==> config.mk <==
export PLATFORM = sky130hd
export DESIGN_NAME = jpeg_bitstream_feeder
export DESIGN_NICKNAME = d
export VERILOG_FILES = /design/src/rtl/jpeg_pkg.sv /design/src/rtl/jpeg_byte_unstuffer.sv /design/src/rtl/jpeg_bitstream_feeder.sv
export SDC_FILE = /design/constraint.sdc
export NUM_CORES = 1
export LEC_CHECK = 0
export ABC_CLOCK_PERIOD_IN_PS = 6030
export CAP_MARGIN = 15
export CORE_MARGIN = 4
export CORE_UTILIZATION = 59
export CTS_CLUSTER_SIZE = 30
export DETAILED_ROUTE_END_ITERATION = 7
export GPL_TIMING_DRIVEN = 0
export PLACE_DENSITY = 0.9
export SETUP_SLACK_MARGIN = 0.02
export SYNTH_ARGS = -nofsm -noshare
export SYNTH_HDL_FRONTEND = slang
export SYNTH_SLANG_ARGS = --single-unit
==> constraint.sdc <==
create_clock -name clk -period 6.03 [get_ports clk]
set_input_delay 1.206 -clock clk [delete_from_list [all_inputs] [get_ports clk]]
set_output_delay 1.206 -clock clk [all_outputs]
set_load 0.01 [all_outputs]
==> src/rtl/jpeg_pkg.sv <==
// Shared definitions for the JPEG scan-byte feeder: marker codes, byte-FSM states
// and the bit-reversal helper used when packing bytes LSB-first.
package jpeg_pkg;

    localparam logic [7:0] MRK_STUFF = 8'h00;
    localparam logic [7:0] MRK_RST0  = 8'hD0;
    localparam logic [7:0] MRK_RST7  = 8'hD7;
    localparam logic [7:0] MRK_EOI   = 8'hD9;
    localparam logic [7:0] MRK_FILL  = 8'hFF;

    typedef enum logic [1:0] {
        ST_DATA    = 2'd0,
        ST_FF_PEND = 2'd1,
        ST_DONE    = 2'd2,
        ST_ERR     = 2'd3
    } byte_state_e;

    function automatic logic [7:0] bitrev8(input logic [7:0] b);
        logic [7:0] r;
        for (int i = 0; i < 8; i++) begin
            r[i] = b[7-i];
        end
        return r;
    endfunction

endpackage

==> src/rtl/jpeg_byte_unstuffer.sv <==
// Byte-level scan FSM: strips 0xFF00 stuffing, drops RSTn markers, detects EOI
// and illegal markers. Packing and output buffering live in the parent.
module jpeg_byte_unstuffer
    import jpeg_pkg::*;
(
    input  logic       clk_i,
    input  logic       rst_i,
    input  logic       accept_i,
    input  logic [7:0] byte_i,
    output logic       active_o,
    output logic       pack_valid_o,
    output logic [7:0] pack_byte_o,
    output logic       flush_o,
    output logic       discard_o,
    output logic       rst_seen_o,
    output logic       marker_err_o
);

    byte_state_e state_q, state_d;
    logic        rst_seen_q, rst_seen_d;
    logic        marker_err_q, marker_err_d;

    // State and flag registers.
    always_ff @(posedge clk_i or posedge rst_i) begin
        if (rst_i) begin
            state_q      <= ST_DATA;
            rst_seen_q   <= 1'b0;
            marker_err_q <= 1'b0;
        end else begin
            state_q      <= state_d;
            rst_seen_q   <= rst_seen_d;
            marker_err_q <= marker_err_d;
        end
    end

    // Next-state decode of the accepted byte.
    always_comb begin
        state_d      = state_q;
        pack_valid_o = 1'b0;
        pack_byte_o  = byte_i;
        flush_o      = 1'b0;
        discard_o    = 1'b0;
        rst_seen_d   = 1'b0;
        marker_err_d = marker_err_q;
        case (state_q)
            ST_DATA: begin
                if (accept_i) begin
                    if (byte_i == MRK_FILL) begin
                        state_d = ST_FF_PEND;
                    end else begin
                        pack_valid_o = 1'b1;
                    end
                end else begin
                    state_d = ST_DATA;
                end
            end
            ST_FF_PEND: begin
                if (accept_i) begin
                    if (byte_i == MRK_STUFF) begin
                        pack_valid_o = 1'b1;
                        pack_byte_o  = MRK_FILL;
                        state_d      = ST_DATA;
                    end else if (byte_i == MRK_FILL) begin
                        state_d = ST_FF_PEND;
                    end else if (byte_i >= MRK_RST0 && byte_i <= MRK_RST7) begin
                        rst_seen_d = 1'b1;
                        state_d    = ST_DATA;
                    end else if (byte_i == MRK_EOI) begin
                        flush_o = 1'b1;
                        state_d = ST_DONE;
                    end else begin
                        marker_err_d = 1'b1;
                        discard_o    = 1'b1;
                        state_d      = ST_ERR;
                    end
                end else begin
                    state_d = ST_FF_PEND;
                end
            end
            ST_DONE: state_d = ST_DONE;
            ST_ERR:  state_d = ST_ERR;
            default: state_d = ST_ERR;
        endcase
    end

    assign active_o     = (state_q == ST_DATA) || (state_q == ST_FF_PEND);
    assign rst_seen_o   = rst_seen_q;
    assign marker_err_o = marker_err_q;

endmodule

==> src/rtl/jpeg_bitstream_feeder.sv <==
// Feeds unstuffed JPEG scan bits to the decoder: packs bit-reversed bytes into
// OUT_W-bit words and hands them off through a one-word buffer on `request`.
`ifndef IN_BUS_WIDTH
`define IN_BUS_WIDTH 32
`endif

module jpeg_bitstream_feeder
    import jpeg_pkg::*;
#(
    parameter int OUT_W = `IN_BUS_WIDTH
) (
    input  logic             clk,
    input  logic             rst,
    input  logic [7:0]       byte_in,
    input  logic             byte_valid,
    output logic             byte_ready,
    input  logic             request,
    output logic [OUT_W-1:0] data_in,
    output logic             valid_in,
    output logic             rst_seen,
    output logic             eoi_done,
    output logic             marker_err
);

    localparam int NB  = OUT_W / 8;
    localparam int K_W = (NB > 1) ? $clog2(NB) : 1;
    localparam logic [K_W-1:0] KMAX = K_W'(NB - 1);

    logic [OUT_W-1:0] acc_q, acc_d;
    logic [K_W-1:0]   k_q, k_d;
    logic             acc_full_q, acc_full_d;
    logic [OUT_W-1:0] obuf_q, obuf_d;
    logic             obuf_full_q, obuf_full_d;
    logic             eoi_pend_q, eoi_pend_d;
    logic             eoi_done_q, eoi_done_d;

    logic       active_s, accept_s, pack_valid_s, flush_s, discard_s;
    logic [7:0] pack_byte_s;
    logic       take_s, word_done_s, obuf_free_s;

    // Gating on rst keeps byte_ready low while reset is held.
    assign byte_ready = !rst && active_s && !acc_full_q;
    assign accept_s   = byte_valid && byte_ready;
    assign valid_in   = request && obuf_full_q;
    assign take_s     = valid_in;
    assign data_in    = obuf_full_q ? obuf_q : '0;
    assign eoi_done   = eoi_done_q;

    jpeg_byte_unstuffer u_unstuffer (
        .clk_i        (clk),
        .rst_i        (rst),
        .accept_i     (accept_s),
        .byte_i       (byte_in),
        .active_o     (active_s),
        .pack_valid_o (pack_valid_s),
        .pack_byte_o  (pack_byte_s),
        .flush_o      (flush_s),
        .discard_o    (discard_s),
        .rst_seen_o   (rst_seen),
        .marker_err_o (marker_err)
    );

    // Packing, EOI padding and output-buffer handoff.
    always_comb begin
        acc_d       = acc_q;
        k_d         = k_q;
        word_done_s = 1'b0;
        eoi_pend_d  = eoi_pend_q;
        if (acc_full_q) begin
            word_done_s = 1'b1;
        end else if (pack_valid_s) begin
            acc_d[8*k_q +: 8] = bitrev8(pack_byte_s);
            if (k_q == KMAX) begin
                k_d         = '0;
                word_done_s = 1'b1;
            end else begin
                k_d = k_q + K_W'(1);
            end
        end else if (flush_s) begin
            eoi_pend_d = 1'b1;
            if (k_q != '0) begin
                for (int i = 0; i < NB; i++) begin
                    if (i >= int'(k_q)) begin
                        acc_d[8*i +: 8] = MRK_FILL;
                    end else begin
                        acc_d[8*i +: 8] = acc_q[8*i +: 8];
                    end
                end
                k_d         = '0;
                word_done_s = 1'b1;
            end else begin
                k_d = k_q;
            end
        end else if (discard_s) begin
            k_d = '0;
        end else begin
            k_d = k_q;
        end

        obuf_free_s = !obuf_full_q || take_s;
        acc_full_d  = word_done_s && !obuf_free_s;
        if (word_done_s && obuf_free_s) begin
            obuf_d      = acc_d;
            obuf_full_d = 1'b1;
        end else if (take_s) begin
            obuf_d      = '0;
            obuf_full_d = 1'b0;
        end else begin
            obuf_d      = obuf_q;
            obuf_full_d = obuf_full_q;
        end

        // EOI completes only once nothing remains buffered anywhere.
        eoi_done_d = eoi_done_q || (eoi_pend_q && !obuf_full_q && !acc_full_q);
    end

    // Datapath registers.
    always_ff @(posedge clk or posedge rst) begin
        if (rst) begin
            acc_q       <= '0;
            k_q         <= '0;
            acc_full_q  <= 1'b0;
            obuf_q      <= '0;
            obuf_full_q <= 1'b0;
            eoi_pend_q  <= 1'b0;
            eoi_done_q  <= 1'b0;
        end else begin
            acc_q       <= acc_d;
            k_q         <= k_d;
            acc_full_q  <= acc_full_d;
            obuf_q      <= obuf_d;
            obuf_full_q <= obuf_full_d;
            eoi_pend_q  <= eoi_pend_d;
            eoi_done_q  <= eoi_done_d;
        end
    end

endmodule
==> impl_metrics.yaml <==
critical_path:
  r2r_slack_ns: 3.42
  cp_data_arrival_time_ns: 2.58
  r2r_cells: 9
  worst_setup_path_start_kind: "input port"
  cp_max_fo: 4
  reg2reg_to: "obuf_q[26]"
  crit_required_ns: 4.82
  reg2reg_from: "k_q[0]"
  worstSetupPathType: "input port to output pin"
  critPathCaptureType: "output pin"
clocking:
  clk_path_buf_depth: 2
  htreeDepth: 3
  numCtsBuffers: 9
  clk_pin_slew_ns: 0.08
  ctsHoldBuffers: 0
  cts_setup_buffers: 0
  worstSkewPairLatency_ns: 0.34
  cts_tree: "built"
  cts.repair.resized: 0
  numClockSinks: 74
  cts-root-buf: "clkbuf_8"
sta:
  setup_violations: 0
  fin_crit_sh_pct: 62.9
  rsz0062_at_grt: "no"
  worstMarginPinSlew_ns: 0.886
  drv_slew: 0
  fin_crit_ns: 3.79
  max_freq_ghz: 0.264
  final.setup.tns_ns: 0
  fin_skew_ns: 0.00846
  setup_slack_ns: 2.24
  hold_viol: 0
  max_slew_margin_pct: 40.9
drt:
  ant_nets: 0
  wirelength_mm: 8.66
  drtIter0Drc: 268
  dr_total_vias: 2843
  drc: 0
  wl_per_cell_um: 19.0
  drt_first_pass_iters: 4
  routed_via_density: 6.22
hold_path:
  hold_path.startpoint: "eoi_done"
  whs_endpoint: "eoi_done"
  hold_depth: 1
  min_path_type: "flip-flop to flip-flop"
global_routing:
  grt_max_degree: 75
  grt.total_usage_pct: 25.4
  grt_pass1_vias: 2938
  grt_pass1_wl_mm: 14.4
  overflow: 0
  grt_antenna_before_repair: 0
placement:
  dpl.hpwl_mm: 5.98
  portBuffers: 48
  dp_worst_setup_slack_ns: 2.14
  place_congestion: 0.913
  place_area_sq_um: 4070
  placedCellCount: 442
die:
  ioPinCount: 49
  dieArea_sq_um: 7220
  fp.coreArea_sq_um: 5610
  die_x_um: 84.9
  initial_core_util_pct: 62.3
  die_h_um: 84.9
  std_cell_rows: 27
pwr:
  ir_drop_v: 0.000281
  power_per_cell_area_nw_per_um2: 359
  p_leak_uw: 0.00201
synthesis:
  ys_ff_latch: 74
  ys.flop_type: "dfrtp_1"
  yosysWarnings: 0
  ys_types: 45
  avgSynthCellArea_sq_um: 10.8
  synth_fp_nets: 340
  synth_edf_count: 0
  synthCells: 322
  syn-cell-area_sq_um: 3490
  ys_seq_area_share_pct: 53.0
  synthArstFlopShare_pct: 100
layout:
  layout_common_cells: "74 x dfrtp_1, 48 x clkdlybuf4s50_1, 35 x and2_1"
  fin_area_sq_um: 4270
  fill_cells: 400
  stdcell_count: 457
  final_core_util_pct: 76.1
  syn_to_final_growth_pct: 22.2
  diodes: 0
  drive_gt1_share_pct: 12.2
  fin_nets: 399
  layout_commonest_cell: "dfrtp_1"
run_status:
  status: "finished, final reports clean"
flow_run:
  cap_violations: 0
==> worst max-delay path, cell delays in order <==
cell and delay (ns):
clkdlybuf4s50_1 0.54, nor3_1 0.26, clkdlybuf4s50_1 0.58
==> report_power, final <==
group / switching, uW / internal, uW / leakage, uW
combinational: 248 / 179 / 0.000891
clock: 181 / 212 / 0.000101
sequential: 69.7 / 643 / 0.00102
==> worst max path at each step <==
stage	startpoint	endpoint	slack (ns)	depth (start not counted)
floorplan	rst	acc_full_q	2.94	1
global placement	rst	obuf_q[1]	1.75	2
detailed placement	byte_in[3]	obuf_q[13]	2.14	9
CTS	rst	byte_ready	2.25	3
global route	rst	byte_ready	2.23	3
finish	rst	byte_ready	2.24	3
==> per-stage QoR <==
stage	hold WS (ns)	power, uW
global placement	0.457	1110
CTS	0.479	1530
detailed placement	0.462	1140
floorplan	0.441	1000
finish	0.479	1530
global route	0.503	1620
==> state kept, by name (all words and copies together), names as in the netlist <==
register / flops
acc_full_q: 1
eoi_done: 1
u_unstuffer.marker_err_o: 1
u_unstuffer.rst_seen_o: 1
obuf_full_q: 1
obuf_q: 32
u_unstuffer.state_q: 2
eoi_pend_q: 1
k_q: 2
acc_q: 32
==> synthesized netlist by cell type, types with 7 or more instances <==
cell type	number	share of area (%)
nand2_1	33	3.5
dfrtp_1	74	53
o21ai_1	7	1.0
o31ai_1	7	1.5
and2_1	35	6.3
a22oi_1	8	1.7
a221oi_1	8	2.0
or2_2	8	1.4
nor2_1	17	1.8
a221o_1	8	2.3
inv_1	15	1.6
o21ai_0	7	1.0
a31oi_1	8	1.4
a22o_1	24	6.0
==> cell families (layout without fill, tap and decap cells) <==
| group | count (synthesis) | count (layout) | synth area share (%) |
|---|---|---|---|
| and+or+nand+nor | 118 | 118 | 18.9 |
| DFF | 74 | 74 | 53.0 |
| buffers and inverters | 34 | 97 | 5.23 |
| adders and majority gates | 6 | 6 | 2.15 |
| AOI/OAI and AO/OA | 90 | 90 | 20.7 |
==> metal layers <==
| metal | GRT usage [%] | vias up | part of all wire [%] |
|---|---|---|---|
| li1 | - | 1279 | - |
| met4 | 9.35 | 0 | 3.2 |
| met2 | 41.4 | 136 | 49 |
| met5 | 0 | - | 0 |
| met1 | 32.9 | 1396 | 41 |
| met3 | 6.21 | 32 | 6.6 |
==> area by class of cell <==
| type | count | area (sq um) | area share, % |
|---|---|---|---|
| plain buffers | 19 | 126 | 2.96 |
| clock buffers | 11 | 151 | 3.55 |
| clock inverters | 4 | 51.3 | 1.20 |
| inverters | 15 | 58.8 | 1.38 |
| multi-input cells | 214 | 1460 | 34.2 |
| flip-flops and latches | 74 | 1850 | 43.4 |
| well taps | 72 | 90.1 | 2.11 |
| repair buffers | 48 | 480 | 11.3 |
Note: power is estimated with default switching activity, not from simulation.
